--- config.mk ---
export PLATFORM = sky130hd
export DESIGN_NAME = fnd_scan_controller
export DESIGN_NICKNAME = d
export VERILOG_FILES = /design/src/rtl/fnd_scan_controller.sv
export SDC_FILE = /design/constraint.sdc
export NUM_CORES = 1
export LEC_CHECK = 0
export CAP_MARGIN = 30
export CORE_UTILIZATION = 55
export DETAILED_ROUTE_END_ITERATION = 8
export GPL_ROUTABILITY_DRIVEN = 0
export PLACE_DENSITY = 0.8
export SLEW_MARGIN = 20
export SYNTH_ARGS = -nofsm -noshare
export SYNTH_HDL_FRONTEND = slang
export SYNTH_SLANG_ARGS = --single-unit
--- constraint.sdc ---
create_clock -name i_clk -period 3.4 [get_ports i_clk]
set_clock_uncertainty 0.05 [all_clocks]
set_input_delay 0.68 -clock i_clk [delete_from_list [all_inputs] [get_ports i_clk]]
set_output_delay 0.68 -clock i_clk [all_outputs]
set_load 0.1 [all_outputs]
--- src/rtl/fnd_scan_controller.sv ---
// Four-digit multiplexed seven-segment scanner with shadowed digit data,
// per-slot blanking, leading-zero suppression and a frame-wrap pulse.
module fnd_scan_controller #(
   parameter int SCAN_DIV = 100000,
   parameter int DEAD_CYC = 1000
) (
   input  logic        i_clk,
   input  logic        i_reset,
   input  logic        i_en,
   input  logic        i_load,
   input  logic [15:0] i_bcd,
   input  logic [3:0]  i_dp,
   input  logic        i_lzb,
   output logic [3:0]  o_digit,
   output logic [7:0]  o_font,
   output logic        o_frame
);

   localparam int CW = (SCAN_DIV > 1) ? $clog2(SCAN_DIV) : 1;
   localparam int ON_CYC = SCAN_DIV - DEAD_CYC;
   localparam logic [CW-1:0] CNT_MAX = CW'(SCAN_DIV - 1);

   typedef enum logic {
      ST_OFF  = 1'b0,
      ST_SCAN = 1'b1
   } state_t;

   state_t        state_q, state_d;
   logic [CW-1:0] cnt_q, cnt_d;
   logic [1:0]    idx_q, idx_d;
   logic [15:0]   bcd_q, bcd_d;
   logic [3:0]    dp_q, dp_d;
   logic [3:0]    digit_q, digit_d;
   logic [7:0]    font_q, font_d;
   logic          frame_q, frame_d;

   logic [3:0]    code_s;
   logic          upper_zero_s;
   logic [7:0]    cur_font_s;

   function automatic logic [7:0] seg_font(input logic [3:0] code);
      logic [7:0] f;
      case (code)
         4'h0:    f = 8'hC0;
         4'h1:    f = 8'hF9;
         4'h2:    f = 8'hA4;
         4'h3:    f = 8'hB0;
         4'h4:    f = 8'h99;
         4'h5:    f = 8'h92;
         4'h6:    f = 8'h82;
         4'h7:    f = 8'hF8;
         4'h8:    f = 8'h80;
         4'h9:    f = 8'h90;
         4'hA:    f = 8'h88;
         4'hB:    f = 8'h83;
         4'hC:    f = 8'hC6;
         4'hD:    f = 8'hA1;
         4'hE:    f = 8'h86;
         4'hF:    f = 8'h8E;
         default: f = 8'hFF;
      endcase
      return f;
   endfunction

   // Segment pattern for the digit currently selected by idx.
   always_comb begin
      code_s       = bcd_q[{idx_q, 2'b00} +: 4];
      upper_zero_s = 1'b0;
      case (idx_q)
         2'd3:    upper_zero_s = (bcd_q[15:12] == 4'h0);
         2'd2:    upper_zero_s = (bcd_q[15:8] == 8'h00);
         2'd1:    upper_zero_s = (bcd_q[15:4] == 12'h000);
         default: upper_zero_s = 1'b0;
      endcase
      if (i_lzb && upper_zero_s) begin
         cur_font_s = 8'hFF;
      end else begin
         cur_font_s = seg_font(code_s);
      end
      if (dp_q[idx_q]) begin
         cur_font_s[7] = 1'b0;
      end else begin
         cur_font_s[7] = cur_font_s[7];
      end
   end

   // Scan sequencing, shadow capture and next output values.
   always_comb begin
      state_d = state_q;
      cnt_d   = cnt_q;
      idx_d   = idx_q;
      bcd_d   = bcd_q;
      dp_d    = dp_q;
      digit_d = 4'hF;
      font_d  = 8'hFF;
      frame_d = 1'b0;

      if (i_load) begin
         bcd_d = i_bcd;
         dp_d  = i_dp;
      end else begin
         bcd_d = bcd_q;
         dp_d  = dp_q;
      end

      case (state_q)
         ST_OFF: begin
            cnt_d   = '0;
            idx_d   = 2'd0;
            state_d = i_en ? ST_SCAN : ST_OFF;
         end
         ST_SCAN: begin
            if (!i_en) begin
               state_d = ST_OFF;
               cnt_d   = '0;
               idx_d   = 2'd0;
            end else if (cnt_q == CNT_MAX) begin
               cnt_d = '0;
               idx_d = idx_q + 2'd1;
            end else begin
               cnt_d = cnt_q + CW'(1);
            end
            // Dead phase leaves the defaults (all dark) in place.
            if (32'(cnt_q) < ON_CYC) begin
               digit_d = ~(4'b0001 << idx_q);
               font_d  = cur_font_s;
            end else begin
               digit_d = 4'hF;
               font_d  = 8'hFF;
            end
            frame_d = (cnt_q == CNT_MAX) && (idx_q == 2'd3);
         end
         default: begin
            state_d = ST_OFF;
            cnt_d   = '0;
            idx_d   = 2'd0;
         end
      endcase
   end

   // State, shadow and output registers.
   always_ff @(posedge i_clk) begin
      if (i_reset) begin
         state_q <= ST_OFF;
         cnt_q   <= '0;
         idx_q   <= 2'd0;
         bcd_q   <= 16'h0000;
         dp_q    <= 4'h0;
         digit_q <= 4'hF;
         font_q  <= 8'hFF;
         frame_q <= 1'b0;
      end else begin
         state_q <= state_d;
         cnt_q   <= cnt_d;
         idx_q   <= idx_d;
         bcd_q   <= bcd_d;
         dp_q    <= dp_d;
         digit_q <= digit_d;
         font_q  <= font_d;
         frame_q <= frame_d;
      end
   end

   assign o_digit = digit_q;
   assign o_font  = font_q;
   assign o_frame = frame_q;

endmodule

==> summary.md, run 1 <==
| Metric | Value |
|---|---|
| Drt wl/cell | `13.6 um` |
| Yosys reg bits | `53` |
| Register area share after synthesis | `42.7%` |
| Pin count of the biggest net entering global routing | `23` |
| DRC Markers | `0` |
| CP Cell Sequence | `clkdlybuf4s50_1` |
| Post-Route WL | `4750 um` |
| Placeable Area | `4350 um2` |
| First DRT Iteration DRCs | `144` |
| Worst R2R Setup Slack | `between 900 and 1000 ps` |
| Syn Area/Cell | `around 9.6 um2` |
| Levels on crit path | `1` |
| Multi-input logic area | `1350 um2` |
| Critical Path AT | `approximately 1800 ps` |
| Final hold vios | `0` |
| Post-synthesis cell count | `259` |
| Row count | `24` |
| Vias in the first global route | `1,727` |
| IO Port Bufs | `37` |
| Resized cells post-CTS | `0` |
| IO Count | `38` |
| Vias | `1,872` |
| CP Buf/Inv Count | `1` |
| # fillers | `349` |
| Layout cells sized above 1 | `10.8%` |
| Path type of the worst min-delay path | `flip-flop to flip-flop` |
| Root Driver | `clkbuf_8` |
| Clk sinks | `53` |
| Delay-heaviest family, CP | `buffers and inverters` |
| Area contributors post-synth | `dfxtp_1 (43%), mux2i_1 (11%), nor2_1 (7.5%)` |
| Drt first pass iters | `4` |
| Area growth syn-to-layout | `19.6%` |
| Asr flop ratio synth | `0%` |
| Tot GR Track Use | `22.0%` |
| Fin crit period | `2480 ps` |
| Max Slew Vio Count | `0` |
| Remaining antenna violation count after routing | `0` |
| DR vias/cell | `5.36` |
| CTS tree | `built` |
| LEAKAGE | `1.18 nW` |
| Status | `complete, no violations` |
| Register area | `1060 um2` |
| Hold path depth | `1` |
| Library cells used by synthesis | `41` |
| Cell Area, Synth | `around 2500 um2` |
| Synth top area share | `42.7%` |
| Setup crit start kind | `flip-flop` |
| Maximum clock path buffer count | `2` |
| Yosys warns | `0` |
| Hold Crit Start | `cnt_q[0]$_SDFF_PP0_` |
| Pre-CTS WS | `1010 ps` |
| Placed insts | `341` |
| Antenna violations before repair | `0` |
| Full die area | `4800 um2` |
| TNS Setup | `0 ps` |
| Grt ovf | `0` |
| Hold-fix buffers, CTS | `0` |
| Fin crit share | `73.0%` |
| Clock-pin slew on the worst setup and hold paths | `around 90 ps` |
| Rel. slew slack | `a little over a third` |
| FF-to-FF path depth | `6` |
| Final Worst Setup Slack | `~900 ps` |
| Most frequent cells in the layout | `dfxtp_1 (53), nor2_1 (50), clkdlybuf4s50_1 (36), mux2i_1 (27), nand2_1 (19)` |
| Final setup violation count | `0` |
| Max-cap violations | `0` |
| Worst-skew pair later-pin latency | `310 ps` |
| First-pass GRT wire length | `between 8000 and 9000 um` |
| Initial Utilization | `a little under three fifths` |
| Final Non-Filler Cells | `around 350` |
| Area leader, netlist | `dfxtp_1` |
| Min Hold Slack | `405 ps` |
| Hold endpoint | `cnt_q[0]$_SDFF_PP0_` |
| PwrDens | `~390 nW/um2` |
| Fin util | `slightly below 70%` |
| Peak Freq | `0.403 GHz` |
| Synth Flop Type | `dfxtp_1` |
| HPWL Detailed | `3400 um` |
| # H-tree levels | `2` |
| Number of flops mapped to enable cells by yosys | `0` |
| FF-to-FF End | `o_font[0]$_SDFF_PP1_` |
| Post-Syn Nets | `296` |
| Nets | `333` |
| RSZ-0062 raised after global routing | `false` |
| Critical Path RT | `2670 ps` |
| # diodes | `0` |
| Least-Margin Pin Slew | `963 ps` |
| Setup bufs post-CTS | `0` |
| CP max stage cell | `clkdlybuf4s50_1` |
| Crit path kind | `flip-flop to output port` |
| R2r startpoint | `idx_q[0]$_SDFFE_PP0P_` |
| Commonest non-fill, non-tap cell in the layout | `dfxtp_1` |
| Crit-path max cell delay | `1120 ps` |
| Cts bufs inserted | `5` |
| Die height | `69.3 um` |
| CP Capture Type | `output port` |
| CP Max Fanout | `1` |
| Peak supply drop | `219 uV` |
| Die W | `69.3 um` |
-- metrics by stage --
stage | power, W | instance area, um2
after floorplan | 0.000763 | 2490
final | 0.00115 | 2970
after global placement | 0.000815 | 2890
after CTS | 0.00115 | 2970
after detailed placement | 0.000819 | 2890
after global routing | 0.00120 | 2970
-- how the worst max path moves through the flow --
| stage | startpoint | endpoint | slack, ps |
|---|---|---|---|
| after floorplan | idx_q[0]$_SDFFE_PP0P_ | o_font[2]$_SDFF_PP1_ | 1220 |
| after global placement | idx_q[0]$_SDFFE_PP0P_ | o_font[2]$_SDFF_PP1_ | 1090 |
| after detailed placement | idx_q[0]$_SDFFE_PP0P_ | o_font[2]$_SDFF_PP1_ | 1010 |
| after CTS | o_digit[0]$_SDFF_PP1_ | o_digit[0] | 910 |
| after global routing | idx_q[0]$_SDFFE_PP0P_ | o_font[0]$_SDFF_PP1_ | 710 |
| final | o_digit[0]$_SDFF_PP1_ | o_digit[0] | 920 |
-- routing by layer --
layer,vias up,global-route usage (%),wire [um]
met5,-,0,0
met4,0,7.71,71
met3,6,4.80,143
met2,41,31.9,2000
met1,859,32.2,2530
li1,966,-,-
-- registers in the layout, indices dropped and copies added, names as in the netlist --
name     count
state_q      1
o_frame      1
bcd_q       16
dp_q         4
cnt_q       17
idx_q        2
o_font       8
o_digit      4
-- cells by family (layout without fill, tap and decap cells) --
kind of cell / Yosys count / in the layout / synth area share (%)
AND/OR/NAND/NOR: 109 / 109 / 21.8
flip-flops: 53 / 53 / 42.7
multiplexers: 35 / 35 / 15.8
buffers and inverters: 18 / 56 / 3.17
AO/OA/AOI/OAI: 16 / 16 / 4.83
XOR/XNOR: 16 / 16 / 5.63
adder cells (fa/ha/maj): 12 / 12 / 6.04
-- area by class of cell --
class,count,share of cell area [%]
Timing Repair Buffer,40,13.1
Tap cell,52,2.19
Multi-Input combinational cell,188,45.3
Inverter,8,1.01
Clock buffer,8,2.69
Sequential cell,53,35.7
-- power breakdown --
part           leakage (nW)  total (W)  switching [W]  internal [W]
Combinational         0.704   0.000153      0.0000839     0.0000691
Sequential            0.433   0.000653      0.0000136      0.000640
Clock                0.0395   0.000348       0.000201      0.000147
Total                  1.18    0.00115       0.000298      0.000856
-- synth_stat cells, drive strengths merged (3+ instances only) --
| master | n |
|---|---|
| nor3 | 4 |
| nand3 | 5 |
| buf | 5 |
| and3 | 5 |
| ha | 12 |
| xnor2 | 6 |
| a211o | 3 |
| inv | 8 |
| nor4 | 6 |
| mux2i | 27 |
| clkbuf | 5 |
| and2 | 4 |
| mux4 | 3 |
| nand2 | 19 |
| mux2 | 5 |
| dfxtp | 53 |
| xor2 | 10 |
| nor2 | 50 |
| nand4 | 6 |
| a31oi | 3 |
No activity file was read; power rests on OpenSTA's default activity.
==> inputs of run 2 (changes only) <==
Settings changed: CORE_UTILIZATION 55 to 53, PLACE_DENSITY 0.8 to 0.78.
Clock period 3.4 ns to 2.59 ns, I/O delays scaled along.
==> summary.md, run 2 (synthesis results as in run 1) <==
| Metric | Value |
|---|---|
| Status | `complete, but fails checks` |
| Clock-pin slew on the worst setup and hold paths | `90 ps (about the same)` |
| Grt ovf | `0 (unchanged)` |
| First DRT Iteration DRCs | `126 (-13%)` |
| Layout cells sized above 1 | `15.8% (+5.0 points)` |
| Tot GR Track Use | `20.4% (-1.6 points)` |
| Post-Route WL | `4640 um (-2.2%)` |
| LEAKAGE | `1.20 nW (+2.1%)` |
| Worst-skew pair later-pin latency | `300 ps (about the same)` |
| Vias in the first global route | `1,733 (+0.35%)` |
| Die W | `70.5 um (+1.8%)` |
| Remaining antenna violation count after routing | `0 (unchanged)` |
| Worst setup endpoint | `o_font[0]$_SDFF_PP1_` |
| First-pass GRT wire length | `8090 um (-3.8%)` |
| Die height | `70.5 um (+1.8%)` |
| Pin count of the biggest net entering global routing | `22 (-4.3%)` |
| Clk pwr share | `35.4% (+5.3 points)` |
| PwrDens | `547 nW/um2 (+41%)` |
| Nets | `334 (+0.30%)` |
| Hold-fix buffers, CTS | `0 (unchanged)` |
| Failing checks | `design-rule violations` |
| FF-to-FF End | `o_font[0]$_SDFF_PP1_` |
| Crit-path max cell delay | `610 ps (-510 ps)` |
| R2r startpoint | `idx_q[0]$_SDFFE_PP0P_` |
| # H-tree levels | `2 (unchanged)` |
| IO Count | `38 (unchanged)` |
| Rel. slew slack | `70.9% (+35 points)` |
| Final setup violation count | `0 (unchanged)` |
| IO Port Bufs | `37 (unchanged)` |
| DRC Markers | `4 (+4)` |
| Max Slew Vio Count | `0 (unchanged)` |
| Peak Freq | `about 0.44 GHz` |
| TNS Setup | `0 ps (unchanged)` |
| Peak supply drop | `338 uV (+55%)` |
| Vias | `1,881 (+0.48%)` |
| Drt first pass iters | `6 (+2)` |
| Row count | `24 (unchanged)` |
| CP Capture Type | `flip-flop` |
| Fin crit share | `between 80% and 90%` |
| Path type of the worst min-delay path | `flip-flop to flip-flop` |
| Commonest non-fill, non-tap cell in the layout | `dfxtp_1` |
| Most frequent cells in the layout | `dfxtp_1 (53), nor2_1 (50), mux2i_1 (27), clkdlybuf4s50_1 (24), nand2_1 (19)` |
| Full die area | `4970 um2 (+3.7%)` |
| CP Cell Sequence | `mux4_2 -> ha_1 -> nor4_1 -> a31oi_1 -> a31o_2` |
| Cts bufs inserted | `5 (unchanged)` |
| Root Driver | `clkbuf_8` |
| Fin crit period | `about 2300 ps` |
| Drt wl/cell | `13.3 um (-2.5%)` |
| Initial Utilization | `56.0% (-1.2 points)` |
| Critical Path AT | `2450 ps (+700 ps)` |
| Max-cap violations | `0 (unchanged)` |
| Area growth syn-to-layout | `20.1%` |
| Final hold vios | `0 (unchanged)` |
| Internal power | `0.00124 W (+45%)` |
| Worst R2R Setup Slack | `290 ps (-670 ps)` |
| Resized cells post-CTS | `0 (unchanged)` |
| Fin util | `67.2% (-1.1 points)` |
| CP max stage cell | `mux4_2` |
| Setup crit start kind | `flip-flop` |
| HPWL Detailed | `3440 um (+1.1%)` |
| DR vias/cell | `5.37 (+0.19%)` |
| CP Max Fanout | `10 (+9)` |
| Crit. Startpoint | `idx_q[0]$_SDFFE_PP0P_` |
| Psw | `0.000391 W (+31%)` |
| Largest Register | `cnt_q` |
| Least-Margin Pin Slew | `432 ps (-530 ps)` |
| RSZ-0062 raised after global routing | `false` |
| Clk sinks | `53 (unchanged)` |
| Max reg flops | `17 (unchanged)` |
| # diodes | `0 (unchanged)` |
| Register share of total power | `52.4% (-4.2 points)` |
| Setup bufs post-CTS | `0 (unchanged)` |
| Logic pwr share | `12.1% (-1.2 points)` |
| Placeable Area | `4440 um2 (+2.1%)` |
| Maximum clock path buffer count | `2 (unchanged)` |
| Crit path kind | `flip-flop to flip-flop` |
| Critical Path RT | `2750 ps (+80 ps)` |
| Sw Ratio | `23.9% (-2.0 points)` |
| FF-to-FF path depth | `5 (-1)` |
| CTS tree | `built` |
| Antenna violations before repair | `0 (unchanged)` |
run 2: per-layer routing:
metal / track usage, % / routed length [um]
met5: 0 / 0
met1: 29.4 / 2410
met2: 29.7 / 1950
met4: 7.71 / 82
met3: 4.91 / 207
run 2: power groups by stage:
stage               Sequential (W)  Clock, W  Combinational [W]
detailed placement        0.000876         0           0.000197
global placement          0.000875         0           0.000194
global route              0.000860  0.000624           0.000214
CTS                       0.000857  0.000589           0.000198
finish                    0.000857  0.000579           0.000198
floorplan                 0.000909         0          0.0000922
run 2: stage by stage:
stage / setup slack, ps / hold WS (ps) / total power (W) / instances / area (um2)
global placement: 425 / 374 / 0.00107 / 342 / 2870
floorplan: 413 / 363 / 0.00100 / 259 / 2490
detailed placement: 336 / 386 / 0.00107 / 342 / 2870
finish: 293 / 398 / 0.00163 / 350 / 2990
global route: 79.0 / 440 / 0.00170 / 350 / 2990
CTS: 309 / 397 / 0.00164 / 350 / 2990
run 2: how the worst min path moves through the flow:
stage / depth (start not counted) / endpoint / start / slack [ps]
5_1_grt: 1 / cnt_q[0]$_SDFF_PP0_ / cnt_q[0]$_SDFF_PP0_ / 440
3_5_place_dp: 1 / cnt_q[0]$_SDFF_PP0_ / cnt_q[0]$_SDFF_PP0_ / 390
3_3_place_gp: 1 / cnt_q[0]$_SDFF_PP0_ / cnt_q[0]$_SDFF_PP0_ / 370
2_1_floorplan: 1 / cnt_q[0]$_SDFF_PP0_ / cnt_q[0]$_SDFF_PP0_ / 360
4_1_cts: 1 / cnt_q[0]$_SDFF_PP0_ / cnt_q[0]$_SDFF_PP0_ / 400
6_report: 1 / cnt_q[0]$_SDFF_PP0_ / cnt_q[0]$_SDFF_PP0_ / 400
run 2: cell type report:
cell class	count	area (um2)
clock buffer	7	86.3
clock inverter	1	30.0
fill	361	1460
inverter	8	30.0
multi-input combinational	188	1350
sequential	53	1060
tap	52	65.1
timing repair buffer	41	368
run 2: critical path: cells and delay by family, from the launching register on:
| kind | cells | cell delay [ps] |
|---|---|---|
| flip-flops | 1 | 570 |
| AND/OR/NAND/NOR | 1 | 330 |
| multiplexers | 1 | 610 |
| adder cells (fa/ha/maj) | 1 | 310 |
| AO/OA/AOI/OAI | 2 | 320 |
==> inputs of run 3 (changes only) <==
Settings changed: PLACE_DENSITY 0.78 to 0.79.
==> summary.md, run 3 (synthesis results as in run 1) <==
| Metric | Value |
|---|---|
| Area growth syn-to-layout | `19.1%` |
| Pre-CTS WS | `363 ps (+26.3 ps)` |
| Met2 WL | `1970 um (+1.0%)` |
| Max Slew Vio Count | `0 (unchanged)` |
| Rel. slew slack | `69.9% (-0.99 points)` |
| Peak supply drop | `272 uV (-19%)` |
| Drt first pass iters | `6 (unchanged)` |
| Layout cells sized above 1 | `15.8% (+0.053 points)` |
| Status | `complete, but fails checks` |
| Worst-skew pair later-pin latency | `310 ps (about the same)` |
| Fin util | `66.6% (-0.59 points)` |
| # diodes | `0 (unchanged)` |
| Row count | `24 (unchanged)` |
| Vias | `1,889 (+0.43%)` |
| Crit-path max cell delay | `610 ps (about the same)` |
| Pin count of the biggest net entering global routing | `22 (unchanged)` |
| Final setup violation count | `0 (unchanged)` |
| Placed inst area | `2870 um2 (unchanged)` |
| First-pass GRT wire length | `8080 um (about the same)` |
| Placeable Area | `4440 um2 (unchanged)` |
| Peak Freq | `0.444 GHz (+2.0%)` |
| Die W | `70.5 um (unchanged)` |
| IO Port Bufs | `37 (unchanged)` |
| Hold-fix buffers, CTS | `0 (unchanged)` |
| DR vias/cell | `5.41 (+0.71%)` |
| Final Non-Filler Cells | `349 (-0.29%)` |
| Critical Path RT | `2750 ps (about the same)` |
| DRC Markers | `6 (+2)` |
| Remaining antenna violation count after routing | `0 (unchanged)` |
| Commonest non-fill, non-tap cell in the layout | `dfxtp_1` |
| TNS Setup | `0 ps (unchanged)` |
| Antenna violations before repair | `0 (unchanged)` |
| Die height | `70.5 um (unchanged)` |
| Max reg flops | `17 (unchanged)` |
| Max-cap violations | `0 (unchanged)` |
| CP Max Fanout | `10 (unchanged)` |
| Top sig layer | `met4` |
| LEAKAGE | `1.19 nW (-1.3%)` |
| CP Cell Sequence | `mux4_2 -> inv_1 -> ha_1 -> nor3_1 -> a211o_2` |
| Setup bufs post-CTS | `0 (unchanged)` |
| RSZ-0062 raised after global routing | `false` |
| Initial Utilization | `56.0% (unchanged)` |
| Fin crit period | `2250 ps (-44.6 ps)` |
| Crit path kind | `flip-flop to flip-flop` |
| Placed insts | `342 (unchanged)` |
| Tot GR Track Use | `20.7% (+0.25 points)` |
| Largest Register | `cnt_q` |
| Setup crit start kind | `flip-flop` |
| Critical Path AT | `2410 ps (-40 ps)` |
| Routed wl met3 | `217 um (+4.8%)` |
| Nets | `334 (unchanged)` |
| Failing checks | `design-rule violations` |
| Path type of the worst min-delay path | `flip-flop to flip-flop` |
| Most frequent cells in the layout | `dfxtp_1 (53), nor2_1 (50), mux2i_1 (27), clkdlybuf4s50_1 (24), nand2_1 (19)` |
| Post-Route WL | `4660 um (+0.26%)` |
| Final Worst Setup Slack | `338 ps (+44.6 ps)` |
| CP Capture Type | `flip-flop` |
| Resized cells post-CTS | `0 (unchanged)` |
| CTS tree | `built` |
| Vias in the first global route | `1,749 (+0.92%)` |
| Fin crit share | `87.0% (-1.7 points)` |
| Root Driver | `clkbuf_8` |
| Drt wl/cell | `13.3 um (+0.55%)` |
| Full die area | `4970 um2 (unchanged)` |
| Wl on met1 | `2400 um (-0.33%)` |
| Grt ovf | `0 (unchanged)` |
| PwrDens | `516 nW/um2 (-5.6%)` |
| HPWL Detailed | `3360 um (-2.2%)` |
| Maximum clock path buffer count | `2 (unchanged)` |
| Cts bufs inserted | `5 (unchanged)` |
| Clock-pin slew on the worst setup and hold paths | `90 ps (about the same)` |
| Fin area | `2960 um2 (-0.88%)` |
| Final hold vios | `0 (unchanged)` |
| IO Count | `38 (unchanged)` |
| Clk sinks | `53 (unchanged)` |
| # H-tree levels | `2 (unchanged)` |
| Least-Margin Pin Slew | `438 ps (+6.32 ps)` |
| First DRT Iteration DRCs | `127 (+0.79%)` |
| CP max stage cell | `mux4_2` |
## run 3: cell types whose count changed in the layout (fill, tap and decap cells not counted), sizes merged
cell      before  now
bufinv         1    0
clkbuf         7    6
clkinvlp       0    1
## run 3: worst paths after layout
path	startpoint	to	slack [ps]	cells after the start
hold reg to reg	cnt_q[0]$_SDFF_PP0_	cnt_q[0]$_SDFF_PP0_	400	1
hold / removal	cnt_q[0]$_SDFF_PP0_	cnt_q[0]$_SDFF_PP0_	400	1
setup / recovery	idx_q[0]$_SDFFE_PP0P_	o_font[2]$_SDFF_PP1_	340	5
setup reg to reg	idx_q[0]$_SDFFE_PP0P_	o_font[2]$_SDFF_PP1_	340	5
## run 3: worst max-delay path: cells and delay by family, from the launching register on
family                   cells  cell delay, ps
buffers and inverters        1             170
flip-flops                   1             570
adder cells (fa/ha/maj)      1             340
AO/OA/AOI/OAI                1             310
AND/OR/NAND/NOR              1             110
multiplexers                 1             610
## run 3: cell type report
cell class	count	area [um2]
Inverter	8	30.0
Clock buffer	6	82.6
Fill cell	360	1480
Clock inverter	1	7.51
Sequential cell	53	1060
Tap cell	52	65.1
Multi-Input combinational cell	188	1350
Timing Repair Buffer	41	368
## run 3: per-layer routing
metal | vias up | global-route usage [%]
met2 | 55 | 30.7
li1 | 962 | -
met5 | - | 0
met4 | 0 | 8.84
met1 | 865 | 29.4
met3 | 7 | 4.04
## run 3: power breakdown
group          total [W]  internal [W]  switching [W]
Sequential      0.000856      0.000839      0.0000166
Clock           0.000475      0.000212       0.000263
Combinational   0.000198     0.0000889       0.000109
## run 3: stage by stage
stage,power (W),hold slack (ps)
3_3_place_gp,0.00107,373
2_1_floorplan,0.00100,363
6_report,0.00153,396
3_5_place_dp,0.00107,381
4_1_cts,0.00154,394
5_1_grt,0.00160,438
